`config.mk`:
```
export PLATFORM = sky130hd
export DESIGN_NAME = uart_cmd_parser
export DESIGN_NICKNAME = d
export VERILOG_FILES = /design/src/rtl/uart_cmd_pkg.sv /design/src/rtl/hex_nibble_decode.sv /design/src/rtl/uart_cmd_parser.sv
export SDC_FILE = /design/constraint.sdc
export NUM_CORES = 1
export LEC_CHECK = 0
export CORE_MARGIN = 10
export CORE_UTILIZATION = 35
export DETAILED_ROUTE_END_ITERATION = 8
export PLACE_DENSITY = 0.57
export SYNTH_ARGS = -nofsm -noshare
export SYNTH_HDL_FRONTEND = slang
export SYNTH_SLANG_ARGS = --single-unit
export TNS_END_PERCENT = 5
```
`constraint.sdc`:
```
create_clock -name clk_48mhz -period 2.7 [get_ports clk_48mhz]
set_input_delay 0.54 -clock clk_48mhz [delete_from_list [all_inputs] [get_ports clk_48mhz]]
set_output_delay 0.54 -clock clk_48mhz [all_outputs]
set_load 0.02 [all_outputs]
```
`src/rtl/uart_cmd_pkg.sv`:
```
// rtl/uart_cmd_pkg.sv - shared types and constants for the UART command line parser
package uart_cmd_pkg;

    typedef enum logic [1:0] {
        IDLE    = 2'd0,
        ARG     = 2'd1,
        DISCARD = 2'd2,
        HOLD    = 2'd3
    } state_t;

    localparam logic [1:0] ERR_NONE     = 2'd0;
    localparam logic [1:0] ERR_BAD_OP   = 2'd1;
    localparam logic [1:0] ERR_BAD_CHAR = 2'd2;
    localparam logic [1:0] ERR_OVERFLOW = 2'd3;

    localparam logic [7:0] CR = 8'h0D;
    localparam logic [7:0] LF = 8'h0A;
    localparam logic [7:0] SP = 8'h20;

    function automatic logic is_lower(input logic [7:0] c);
        return (c >= 8'h61) && (c <= 8'h7A);
    endfunction

endpackage

```
`src/rtl/hex_nibble_decode.sv`:
```
// rtl/hex_nibble_decode.sv - ASCII hex character to 4-bit nibble decoder
module hex_nibble_decode (
    input  logic [7:0] i_char,
    output logic [3:0] o_nibble,
    output logic       o_is_hex
);

    always_comb begin
        o_nibble = 4'h0;
        o_is_hex = 1'b0;
        if (i_char >= 8'h30 && i_char <= 8'h39) begin
            o_nibble = i_char[3:0];
            o_is_hex = 1'b1;
        end else if ((i_char >= 8'h61 && i_char <= 8'h66) ||
                     (i_char >= 8'h41 && i_char <= 8'h46)) begin
            // 'a'/'A' have low nibble 1, so +9 maps them to 10
            o_nibble = i_char[3:0] + 4'd9;
            o_is_hex = 1'b1;
        end
    end

endmodule

```
`src/rtl/uart_cmd_parser.sv`:
```
// rtl/uart_cmd_parser.sv - assembles "<op>[spaces]<hex>\r" lines into decoded commands
// Optional byte echo stream enabled by defining UART_CMD_ECHO_EN.
module uart_cmd_parser
    import uart_cmd_pkg::*;
#(
    parameter int DATA_BITS = 32,
    parameter int MAX_LINE  = 16
) (
    input  logic                 clk_48mhz,
    input  logic                 reset_n,
    input  logic [7:0]           uart_out_data,
    input  logic                 uart_out_valid,
    output logic                 uart_out_ready,
    output logic [7:0]           cmd_op,
    output logic [DATA_BITS-1:0] cmd_arg,
    output logic                 cmd_has_arg,
    output logic [1:0]           cmd_err,
    output logic                 cmd_valid,
    input  logic                 cmd_ready,
    output logic [7:0]           echo_data,
    output logic                 echo_valid,
    input  logic                 echo_ready
);

    localparam int MAX_DIGITS = DATA_BITS / 4;
    localparam int DW = $clog2(MAX_DIGITS + 1);
    localparam int LW = $clog2(MAX_LINE + 1);

    state_t                 r_state, w_state_nxt;
    logic [7:0]             r_op, w_op_nxt;
    logic [DATA_BITS-1:0]   r_arg, w_arg_nxt;
    logic                   r_has_arg, w_has_arg_nxt;
    logic [1:0]             r_err, w_err_nxt;
    logic [DW-1:0]          r_digits, w_digits_nxt;
    logic [LW-1:0]          r_len, w_len_nxt;
    logic                   r_ready, w_ready_nxt;
    logic                   w_accept;
    logic                   w_echo_room;
    logic                   w_fault;
    logic [1:0]             w_fault_code;
    logic [3:0]             w_nibble;
    logic                   w_is_hex;

    hex_nibble_decode u_hex (
        .i_char   (uart_out_data),
        .o_nibble (w_nibble),
        .o_is_hex (w_is_hex)
    );

`ifdef UART_CMD_ECHO_EN
    logic       r_echo_valid;
    logic [7:0] r_echo_data;

    assign w_echo_room = !r_echo_valid || echo_ready;

    always_ff @(posedge clk_48mhz or negedge reset_n) begin
        if (!reset_n) begin
            r_echo_valid <= 1'b0;
            r_echo_data  <= 8'h00;
        end else if (w_accept) begin
            r_echo_valid <= 1'b1;
            r_echo_data  <= uart_out_data;
        end else if (echo_ready) begin
            r_echo_valid <= 1'b0;
        end
    end

    assign echo_valid = r_echo_valid;
    assign echo_data  = r_echo_data;
`else
    logic w_unused_echo_ready;
    assign w_unused_echo_ready = echo_ready;
    assign w_echo_room = 1'b1;
    assign echo_valid  = 1'b0;
    assign echo_data   = 8'h00;
`endif

    assign uart_out_ready = r_ready && w_echo_room;
    assign w_accept       = uart_out_valid && uart_out_ready;

    always_comb begin
        w_state_nxt   = r_state;
        w_op_nxt      = r_op;
        w_arg_nxt     = r_arg;
        w_has_arg_nxt = r_has_arg;
        w_err_nxt     = r_err;
        w_digits_nxt  = r_digits;
        w_len_nxt     = r_len;
        w_fault       = 1'b0;
        w_fault_code  = ERR_NONE;

        case (r_state)
            IDLE: begin
                if (w_accept && uart_out_data != LF && uart_out_data != CR) begin
                    if (is_lower(uart_out_data)) begin
                        w_op_nxt      = uart_out_data;
                        w_arg_nxt     = '0;
                        w_has_arg_nxt = 1'b0;
                        w_digits_nxt  = '0;
                        w_len_nxt     = LW'(1);
                        w_err_nxt     = ERR_NONE;
                        w_state_nxt   = ARG;
                    end else begin
                        w_op_nxt     = 8'h00;
                        w_fault      = 1'b1;
                        w_fault_code = ERR_BAD_OP;
                    end
                end
            end
            ARG: begin
                if (w_accept && uart_out_data != LF) begin
                    if (uart_out_data == CR) begin
                        w_state_nxt = HOLD;
                    end else if (r_len == LW'(MAX_LINE)) begin
                        // Line length is judged before the character itself
                        w_fault      = 1'b1;
                        w_fault_code = ERR_OVERFLOW;
                    end else begin
                        w_len_nxt = r_len + 1'b1;
                        if (uart_out_data == SP) begin
                            if (r_digits != '0) begin
                                w_fault      = 1'b1;
                                w_fault_code = ERR_BAD_CHAR;
                            end
                        end else if (w_is_hex) begin
                            if (r_digits == DW'(MAX_DIGITS)) begin
                                w_fault      = 1'b1;
                                w_fault_code = ERR_OVERFLOW;
                            end else begin
                                w_arg_nxt     = {r_arg[DATA_BITS-5:0], w_nibble};
                                w_digits_nxt  = r_digits + 1'b1;
                                w_has_arg_nxt = 1'b1;
                            end
                        end else begin
                            w_fault      = 1'b1;
                            w_fault_code = ERR_BAD_CHAR;
                        end
                    end
                end
            end
            DISCARD: begin
                if (w_accept && uart_out_data == CR) begin
                    w_state_nxt = HOLD;
                end
            end
            HOLD: begin
                if (cmd_ready) begin
                    w_state_nxt = IDLE;
                end
            end
            default: w_state_nxt = IDLE;
        endcase

        if (w_fault) begin
            w_err_nxt     = w_fault_code;
            w_arg_nxt     = '0;
            w_has_arg_nxt = 1'b0;
            w_state_nxt   = DISCARD;
        end

        w_ready_nxt = (w_state_nxt != HOLD);
    end

    always_ff @(posedge clk_48mhz or negedge reset_n) begin
        if (!reset_n) begin
            r_state <= IDLE;
        end else begin
            r_state <= w_state_nxt;
        end
    end

    always_ff @(posedge clk_48mhz or negedge reset_n) begin
        if (!reset_n) begin
            r_op      <= 8'h00;
            r_arg     <= '0;
            r_has_arg <= 1'b0;
            r_err     <= ERR_NONE;
            r_digits  <= '0;
            r_len     <= '0;
            r_ready   <= 1'b0;
        end else begin
            r_op      <= w_op_nxt;
            r_arg     <= w_arg_nxt;
            r_has_arg <= w_has_arg_nxt;
            r_err     <= w_err_nxt;
            r_digits  <= w_digits_nxt;
            r_len     <= w_len_nxt;
            r_ready   <= w_ready_nxt;
        end
    end

    assign cmd_op      = r_op;
    assign cmd_arg     = r_arg;
    assign cmd_has_arg = r_has_arg;
    assign cmd_err     = r_err;
    assign cmd_valid   = (r_state == HOLD);

endmodule

```
# Word-level counts from Yosys, hierarchy flattened
# Index checks and enable logic that the tools add are counted.
# word_totals
register_bits	55
elab_cells	137
out_inout_bits	54
# classes
n_lt_le_gt_ge	7
add_sub_neg	3
muxes	72
n_eq_ne	26
n_reduce_logical	21
# op_table
cell	count
$mux W32	9
$pmux W32 S2	1
$mux W4	10
$mux W2	18
$mux W5	5
$le A8 B7 Y1 const B	3
$mux W1	22
$ne A3 B3 Y1 const B	7
$reduce_and A9 Y1	2
$ge A8 B7 Y1 const B	2
$ne A2 B2 Y1 const B	8
$ne A8 B4 Y1 const B	2
$pmux W5 S2	1
$eq A8 B4 Y1 const B	1
$eq A8 B6 Y1 const B	1
$ge A8 B6 Y1 const B	1
$le A8 B6 Y1 const B	1
$logic_and A1 B1 Y1	8
$mux W8	1
$pmux W2 S4	1
$pmux W4 S2	1
$reduce_bool A2 Y1	4
$reduce_and A6 Y1	1
$add A5 B1 Y5 const B	1
other kinds (16)	18

# Longest topological paths before layout
# Gate-level depths: netlist of the first run.
# logic_depth
ltp_word	13
depth_mapped	9
ltp_nobuf	7

# Hierarchy
# A second synthesis of the first run with hierarchy kept.
# hier_totals
cells_unflattened	240
hier_area_um2	2768.9
# modules_own_cells
module	instances	area_each_um2	cells_per_inst	seq_area_each_um2
uart_cmd_parser	1	2591.2	221	1376.3
hex_nibble_decode	1	177.7	19	0.0

# Worst setup path before layout of the first run
# OpenSTA, ideal clock, no wires.
# synth_path
path_type	input to register
from	input uart_out_data[1]
to	register r_arg[10], in the netlist cmd_arg[10]
path_slack_ps	449
setup_time_ps	121
path_buffers	2
cell_stages	8
arrival_time_ps	2130
cell_sequence	inv_1 ha_1 mux2_4 a311o_4 and2_4 buf_6 buf_6 a22o_1
# synth_via
elab_chain_cells	13
# synth_rtl
element	line_no	rtl
start, declared	uart_cmd_parser.sv:11	input logic [7:0] uart_out_data,
$ge A8 B7 Y1 (tied with other cells)	uart_cmd_pkg.sv:21, hex_nibble_decode.sv:14	
$logic_and A1 B1 Y1, on equally long branches	hex_nibble_decode.sv:14, hex_nibble_decode.sv:15	
$logic_or A1 B1 Y1	hex_nibble_decode.sv:14	end else if ((i_char >= 8'h61 && i_char <= 8'h66) ||
$mux W1	hex_nibble_decode.sv:14	
$mux W1	hex_nibble_decode.sv:11	if (i_char >= 8'h30 && i_char <= 8'h39) begin
$mux W1	uart_cmd_parser.sv:125	end else if (w_is_hex) begin
$mux W1	uart_cmd_parser.sv:120	if (uart_out_data == SP) begin
$mux W1	uart_cmd_parser.sv:114	end else if (r_len == LW'(MAX_LINE)) begin
$mux W1	uart_cmd_parser.sv:112	if (uart_out_data == CR) begin
$mux W1	uart_cmd_parser.sv:111	if (w_accept && uart_out_data != LF) begin
$pmux W1 S2	uart_cmd_parser.sv:92	case (r_state)
$ne A3 B2 Y1 (no source line) (tied with other cells)	-	
$reduce_and A9 Y1 (no source line)	-	
end signal, assigned	uart_cmd_parser.sv:183	r_arg <= w_arg_nxt;
end, declared	uart_cmd_parser.sv:31	logic [DATA_BITS-1:0] r_arg, w_arg_nxt;
# Parallel ways exist; a longest one is shown, timed or not.
# A chain may end at the register's enable or synchronous reset.

# Final worst setup path of the first run
# layout_path
from	input uart_out_data[1]
to	register r_arg[30], in the netlist cmd_arg[30]
# Same word-level chain as after synthesis.

==> results of run 1 <==
==> registers in the layout, summed over array words and instances (netlist names) <==
signal / count
r_digits: 4
cmd_arg: 32
cmd_err: 2
r_state: 2
uart_out_ready: 1
r_len: 5
cmd_op: 8
cmd_has_arg: 1
==> cells in the final DEF (no fill, tap or decap), types with 5 or more instances in the layout <==
| cell type | instances |
|---|---|
| clkdlybuf4s50_1 | 55 |
| clkbuf_8 | 5 |
| dfrtp_1 | 55 |
| buf_4 | 23 |
| inv_1 | 9 |
| nand2_1 | 11 |
| nor2_1 | 12 |
| ha_1 | 9 |
| conb_1 | 9 |
| a22o_1 | 36 |
| a21oi_1 | 7 |
==> routing by layer <==
metal / global-route usage (%) / share of wire, % / vias to the layer above
li1: - / - / 966
met1: 14.15 / 47 / 945
met2: 16.97 / 48 / 43
met3: 2.695 / 4.0 / 2
met4: 3.772 / 0.89 / 0
met5: 0 / 0 / -
==> worst max path at each step <==
stage / slack, ps / end / start / depth (start not counted)
after floorplan: 450 / cmd_arg[10] / uart_out_data[1] / 8
after global placement: -60 / cmd_arg[3] / uart_out_data[1] / 9
after detailed placement: -80 / r_len[0] / uart_out_data[1] / 9
after CTS: 250 / r_len[0] / uart_out_data[1] / 9
after global routing: 110 / r_len[1] / uart_out_data[1] / 10
final: 250 / cmd_arg[30] / uart_out_data[1] / 8
==> worst max-delay path: cells and delay by family <==
kind | cells | cell delay, ps
simple gates | 2 | 610
compound gates | 2 | 470
fa+ha+maj | 1 | 230
buf+inv | 3 | 760
==> power by group through the flow <==
| stage | Combinational, mW | Sequential, mW | Clock, mW |
|---|---|---|---|
| final | 0.576 | 1.01 | 0.480 |
| after detailed placement | 0.586 | 1.03 | 0 |
| after global placement | 0.578 | 1.02 | 0 |
| after CTS | 0.587 | 1.01 | 0.502 |
| after global routing | 0.637 | 1.03 | 0.533 |
| after floorplan | 0.342 | 1.06 | 0 |
==> stage by stage <==
step / instances / utilization (%)
3_5_place_dp: 393 / 46.49
4_1_cts: 401 / 47.81
2_1_floorplan: 235 / -
5_1_grt: 401 / 47.81
3_3_place_gp: 393 / 46.49
6_report: 401 / 47.81
==> area by class of cell <==
type / instances / area share (%)
Inverter: 9 / 0.9639
Sequential cell: 55 / 39.27
Clock buffer: 5 / 1.964
Timing Repair Buffer: 80 / 21.35
Multi-Input combinational cell: 150 / 32.13
Clock inverter: 3 / 0.7854
Tap cell: 99 / 3.534
==> logic make-up after synthesis <==
logic type / after synthesis / share of synthesized area [%]
XOR/XNOR: 5 / 1.643
buffers and inverters: 30 / 7.230
other: 1 / 0.1407
adder cells (fa/ha/maj): 9 / 4.225
AND/OR/NAND/NOR: 54 / 12.35
AO/OA/AOI/OAI: 70 / 21.41
flip-flops: 55 / 51.64
multiplexers: 3 / 1.361
==> flow_metrics.py, run 1 <==
metrics = {
    "synth": {
        "synth_flop_cell": "dfrtp_1",
        "synth_top_area_cell": "dfrtp_1",
        "netlist_area_um2": 2665,
        "synth_area_leaders": "dfrtp_1 (52%), a22o_1 (12%), ha_1 (4.2%)",
        "synth-seq-area-share_pct": 51.64,
        "synth.avg_cell_area_um2": 11.74,
        "synth_common_cells": "dfrtp_1 (55), a22o_1 (36), nor2_1 (12)",
        "synth.most_common_cell": "dfrtp_1",
        "synth_warnings": 0,
        "ys_ff_latch": 55,
        "async_flop_share_pct": 100.0,
        "synth-edff-count": 0,
        "synth_cell_types": 54,
        "yosysTopAreaCellShare_pct": 51.64,
        "synthCells": 227,
    },
    "cells_and_area": {
        "ff_latch_area_um2": 1376,
        "n_antenna_cell": 0,
        "nets": 323,
        "area_growth_pct": 31.50,
        "fin_area_um2": 3505,
        "drive_gt1_share_pct": 13.91,
        "multi_input_area_um2": 1126,
        "num-fill-cells": 682,
    },
    "clock_tree": {
        "cts_hold_buf": 0,
        "cts_buffer_depth": 2,
        "clockRootBuffer": "clkbuf_8",
        "cts_max_level": 2,
        "cts_num_sinks": 55,
        "post_cts_resized": 0,
        "cts_buffers": 5,
        "clock_latency_ps": 310,
        "cts_setup_buffers": 0,
        "clk_pin_slew_ps": 110,
        "cts_tree": "built",
    },
    "critical_path": {
        "cp_slowest_stage_delay_ps": 490,
        "crit_required_ps": 2900,
        "worst_setup_path_start_kind": "primary input",
        "crit_path_max_fanout": 33,
        "r2r_setup_slack_ps": 340,
        "reg2reg_to": "r_state[1]",
        "r2r-start": "r_len[0]",
        "crit_type": "in -> reg",
        "crit_chain": "clkdlybuf4s50_1, inv_1, ha_1, or3b_1, and4_1, o211a_1, buf_12, a22o_1",
        "reg2reg_depth": 9,
        "end_kind": "register",
        "crit_arrival_ps": 2640,
        "cp_slowest_cell": "clkdlybuf4s50_1",
    },
    "drt": {
        "drc": 0,
        "drt-total-wl_um": 6084,
        "vias": 1956,
        "wl_per_cell_um": 15.17,
        "initialDrtViolationCount": 47,
        "viasPerCell": 4.878,
        "drt_pass1_iterations": 4,
        "postRouteAntennaNets": 0,
    },
    "global_routing": {
        "grt_pass1_vias": 1969,
        "antenna_found_initial": 0,
        "overflow": 0,
        "grt_usage_pct": 10.83,
        "grt_max_degree": 34,
        "grt_first_pass_wirelength_um": 10320,
    },
    "power": {
        "p_int_mw": 1.374,
        "combPwrFrac_pct": 27.9,
        "p_total_mw": 2.064,
        "irDropWorstVdd_mv": 0.2653,
        "p_sw_mw": 0.6906,
        "swShare_pct": 33.46,
        "clkPwrFrac_pct": 23.2,
        "powerDensity_nw_per_um2": 589.0,
        "power.leakage_nw": 1.638,
        "p_seq_share_pct": 48.9,
    },
    "floorplan": {
        "ios": 67,
        "initial_core_util_pct": 36.35,
        "die_h_um": 107.3,
        "die_area_um2": 11500,
        "core-area_um2": 7331,
        "die_w_um": 107.3,
        "rows": 31,
    },
    "timing": {
        "maxSlewViolCount": 0,
        "fmax_mhz": 408.9,
        "hold_slack_ps": 146.0,
        "period_share_pct": 90.57,
        "setup-violations-final": 0,
        "finClkSkew_ps": 15.06,
        "timing.setup.tns_ps": 0,
        "finalHoldViolations": 0,
        "layout_setup_ws_ps": 254.6,
        "rsz0062_at_grt": "no",
        "finalCriticalPeriod_ps": 2445,
    },
    "placement": {
        "io_buffers": 56,
        "gp_congestion": 0.7497,
        "post_dp_cell_area_um2": 3408,
        "place_hpwl_um": 4559,
        "dpl_worst_slack_ps": -77.95,
    },
    "run_status": {
        "status": "complete, no violations",
    },
    "flow_run": {
        "maxCapViolations": 0,
    },
    "hold_path": {
        "hp-class": "in -> async",
    },
}
No activity file was read; power rests on OpenSTA's default activity.
==> run 2, diff against run 1 <==
--- a/config.mk
+++ b/config.mk
@@ -7,6 +7,7 @@
 export LEC_CHECK = 0
 export CORE_MARGIN = 10
 export CORE_UTILIZATION = 35
+export CTS_CLUSTER_SIZE = 16
 export DETAILED_ROUTE_END_ITERATION = 8
 export PLACE_DENSITY = 0.57
 export SYNTH_ARGS = -nofsm -noshare
==> results of run 2 <==
Same layout as run 1: the final DEF is identical, and so are final timing and power.
==> RTL edit 1: new RTL, settings of run 1 <==
Take the reset off `r_op` and load it in a clocked block of its own.
--- a/src/rtl/uart_cmd_parser.sv
+++ b/src/rtl/uart_cmd_parser.sv
@@ -171,7 +171,6 @@
 
     always_ff @(posedge clk_48mhz or negedge reset_n) begin
         if (!reset_n) begin
-            r_op      <= 8'h00;
             r_arg     <= '0;
             r_has_arg <= 1'b0;
             r_err     <= ERR_NONE;
@@ -179,7 +178,6 @@
             r_len     <= '0;
             r_ready   <= 1'b0;
         end else begin
-            r_op      <= w_op_nxt;
             r_arg     <= w_arg_nxt;
             r_has_arg <= w_has_arg_nxt;
             r_err     <= w_err_nxt;
@@ -189,6 +187,10 @@
         end
     end
 
+    always_ff @(posedge clk_48mhz) begin
+        r_op <= w_op_nxt;
+    end
+
     assign cmd_op      = r_op;
     assign cmd_arg     = r_arg;
     assign cmd_has_arg = r_has_arg;
Behaviour: differs if reset_n is asserted again (counterexample within 4 cycles, from zero or initial values and one cycle with reset_n low); with reset_n held inactive, the same outputs for 4 cycles.
==> RTL edit 1 against run 1 <==
Power increased by 16%. Fmax decreased by 6.2%. Die area increased by 11%. Final area increased by 19%. Worst setup slack got worse by 160 ps. Highest routed layer unchanged. Critical endpoint is now cmd_arg[1]$_DFFE_PN0P_. Global-route usage increased by 2.4 points. Count of clock-buffer cells in the layout increased by 1. Largest power group unchanged. Clock skew increased by 5.3 ps. First-iteration DRC count increased to 3.8 times the old value. Wire length increased by 39%. Sequential power about the same. Worst hold slack improved by 39 ps. Sequential cell count unchanged. Area after synthesis increased by 14%.
==> RTL edit 1: results (changes against run 1) <==
----------------------------------------------------
[Routing]
  Met2 Wirelength ... 3983 µm (was 2899 µm)
  Initial detailed-routing violation count ... 180 (was 47)
  Total length of routed wires ... 8473 µm (was 6084 µm)
  Met1 Wirelength ... 3825 µm (was 2888 µm)
  Sum of met3 wire segment lengths after detailed routing ... 614 µm (was 241 µm)

[Synthesis]
  Post-synthesis instance total ... 315 (was 227)
  Top cell type's share of synthesized area ... 38.75% (was 51.64%)
  Post-synthesis adder-cell area fraction ... 3.710% (was 4.225%)
  Cells taking the most area after synthesis ... sky130_fd_sc_hd__dfrtp_1 39%, sky130_fd_sc_hd__a22oi_1 8.9%, sky130_fd_sc_hd__edfxtp_1 7.9% (was sky130_fd_sc_hd__dfrtp_1 52%, sky130_fd_sc_hd__a22o_1 12%, sky130_fd_sc_hd__ha_1 4.2%)
  Post-synthesis compound-gate area fraction ... 23.58% (was 21.41%)
  Sequential cell area fraction in the yosys report ... 46.66% (was 51.64%)

[Status]
  Result of the run ... complete, no violations (unchanged)

[Pwr]
  Share of power burned in combinational logic ... 38.4% (was 27.9%)
  Net switching power ... 883.0 µW (was 690.6 µW)
  VDD IR-drop max ... 0.3288 mV (was 0.2653 mV)

[Place]
  Detailed-placement wirelength estimate ... 6235 µm (was 4559 µm)
  Post-Place Worst Slack ... -260.6 ps (was -77.95 ps)
  Area of placed instances ... 0.004055 mm² (was 0.003408 mm²)

[Cells and area]
  Fin nets ... 433 (was 323)
  Fillers ... 806 (was 682)
  Ratio of cells with drive above 1 in the final layout ... 17.72% (was 13.91%)
  Synth-to-layout area growth ... 37.10% (was 31.50%)

[Global route]
  Grt met2 use ... 20.55% (was 16.97%)
  Vias in the first global route ... 2,725 (was 1,969)
  Global-route wire length before repair ... 14,280 µm (was 10,320 µm)
  Combined global-route utilization of all metal layers ... 13.27% (was 10.83%)

[Critical path]
  CP max-delay cell ... sky130_fd_sc_hd__or3b_2 (was sky130_fd_sc_hd__clkdlybuf4s50_1)

----------------------------------------------------
RTL edit 1: final timing paths:
kind,slack (ps),startpoint,to
worst max-delay path,90,uart_out_data[0],cmd_arg[1]$_DFFE_PN0P_
worst min-delay path,180,reset_n,r_len[0]$_DFFE_PN0P_
worst max register to register,500,r_len[0]$_DFFE_PN0P_,cmd_arg[23]$_DFFE_PN0P_
worst min register to register,520,r_len[0]$_DFFE_PN0P_,r_len[0]$_DFFE_PN0P_
max in group asynchronous,1890,reset_n,uart_out_ready$_DFF_PN0_
min in group clk_48mhz,520,r_len[0]$_DFFE_PN0P_,r_len[0]$_DFFE_PN0P_
RTL edit 1: area by class of cell:
| class | count | share of cell area, % |
|---|---|---|
| multi-input combinational | 228 | 35.18 |
| sequential | 55 | 34.03 |
| timing repair buffer | 112 | 24.65 |
| tap | 105 | 3.157 |
| clock buffer | 6 | 1.744 |
| inverter | 9 | 0.8118 |
| clock inverter | 2 | 0.4209 |
==> RTL edit 2: new RTL, config.mk and constraints of run 1 <==
Made on the original files. The parameter `DATA_BITS` goes from 32 to 16.
--- a/src/rtl/uart_cmd_parser.sv
+++ b/src/rtl/uart_cmd_parser.sv
@@ -3,7 +3,7 @@
 module uart_cmd_parser
     import uart_cmd_pkg::*;
 #(
-    parameter int DATA_BITS = 32,
+    parameter int DATA_BITS = 16,
     parameter int MAX_LINE  = 16
 ) (
     input  logic                 clk_48mhz,
Interface: changed (resized cmd_arg); port bits go from 67 to 51. The function was not compared with the original's and may differ.
==> RTL edit 2 against run 1 <==
Worst setup slack got worse by 98 ps. Wire length shrank 1.8%. Sequential cell count shrank 17. Final area shrank 12%. Non-clock buffer count is 4 lower. Critical endpoint is now r_len[2]$_DFFE_PN0P_. Power shrank 1.8%. Count of clock-buffer cells in the layout rose by 2. Largest power group is now combinational logic. Area after synthesis down 13%.
==> RTL edit 2: results (changes against run 1) <==
----------------------------------------------------
[Status]
  Result of the run ... complete, no violations (unchanged)

[Cells and area]
  Max reg flops ... 16 (was 32)
  Ratio of cells with drive above 1 in the final layout ... 22.55% (was 13.91%)
  Non-Filler Instances ... 383 (was 401)
  Fillers ... 620 (was 682)

[Pwr]
  Reported clock group power ... 406 µW (was 480 µW)
  Leakage power ... 1.305 nW (was 1.638 nW)
  Power density over the cells ... 660.7 mW/mm² (was 589.0 mW/mm²)
  Share of total power in sequential cells ... 37.9% (was 48.9%)
  Internal power contribution ... 1.251 mW (was 1.374 mW)

[Global route]
  Global-route wire length before repair ... 9818 µm (was 10,320 µm)
  Pin count of the biggest net entering global routing ... 39 (was 34)

[Critical path]
  Slack of the worst reg-to-reg path ... 460 ps (was 340 ps)
  Reg-to-reg endpoint ... r_digits[0]$_DFFE_PN0P_ (was r_state[1]$_DFF_PN0_)
  Capturing instance or port of the critical path ... r_len[2]$_DFFE_PN0P_ (was cmd_arg[30]$_DFFE_PN0P_)
  Largest stage delay, worst path ... 550 ps (was 490 ps)

[Routing]
  Via count of the routed design ... 2,018 (was 1,956)

[Synthesis]
  Synth Area per Inst ... 9.710 µm² (was 11.74 µm²)
  Sequential cell area fraction in the yosys report ... 41.15% (was 51.64%)
  Synth unique cells ... 53 (was 54)
  Post-synthesis adder-cell area fraction ... 4.873% (was 4.225%)
  Post-synthesis compound-gate area fraction ... 25.34% (was 21.41%)
  Xor and xnor fraction of the mapped netlist area ... 0.3790% (was 1.643%)
  Cells taking the most area after synthesis ... sky130_fd_sc_hd__dfrtp_1 41%, sky130_fd_sc_hd__o21ai_0 6.1%, sky130_fd_sc_hd__ha_1 4.9% (was sky130_fd_sc_hd__dfrtp_1 52%, sky130_fd_sc_hd__a22o_1 12%, sky130_fd_sc_hd__ha_1 4.2%)

[Place]
  Post-Place Worst Slack ... -156.3 ps (was -77.95 ps)
  Area of placed instances ... 0.002957 mm² (was 0.003408 mm²)
  Detailed-placement wirelength estimate ... 4454 µm (was 4559 µm)

[Clock tree]
  Clock input transition at the sequential cells of the worst setup and hold paths ... 70 ps (was 110 ps)
  Worst skew pair latency ... 290 ps (was 310 ps)

----------------------------------------------------
[RTL edit 2: per-layer routing]
| layer | routed length [µm] | GRT usage, % |
|---|---|---|
| met2 | 3062 | 19.92 |
| met5 | 0 | 0 |
| met1 | 2595 | 13.71 |
| met3 | 211 | 2.314 |
| met4 | 103 | 4.930 |
[RTL edit 2: layout make-up]
class | instances | area [µm²] | share of cell area (%)
Multi-Input combinational cell | 174 | 1214 | 39.56
Sequential cell | 38 | 950.9 | 31.00
Timing Repair Buffer | 76 | 678.2 | 22.10
Tap cell | 77 | 96.34 | 3.140
Clock buffer | 7 | 86.33 | 2.814
Inverter | 10 | 37.54 | 1.223
Clock inverter | 1 | 5.005 | 0.1631
[RTL edit 2: logic make-up after synthesis]
kind of cell,Yosys count
DFF,38
adders and majority gates,9
other,1
AOI/OAI and AO/OA,80
muxes,4
xor gates and xnor gates,1
buffers and inverters,34
and+or+nand+nor,71
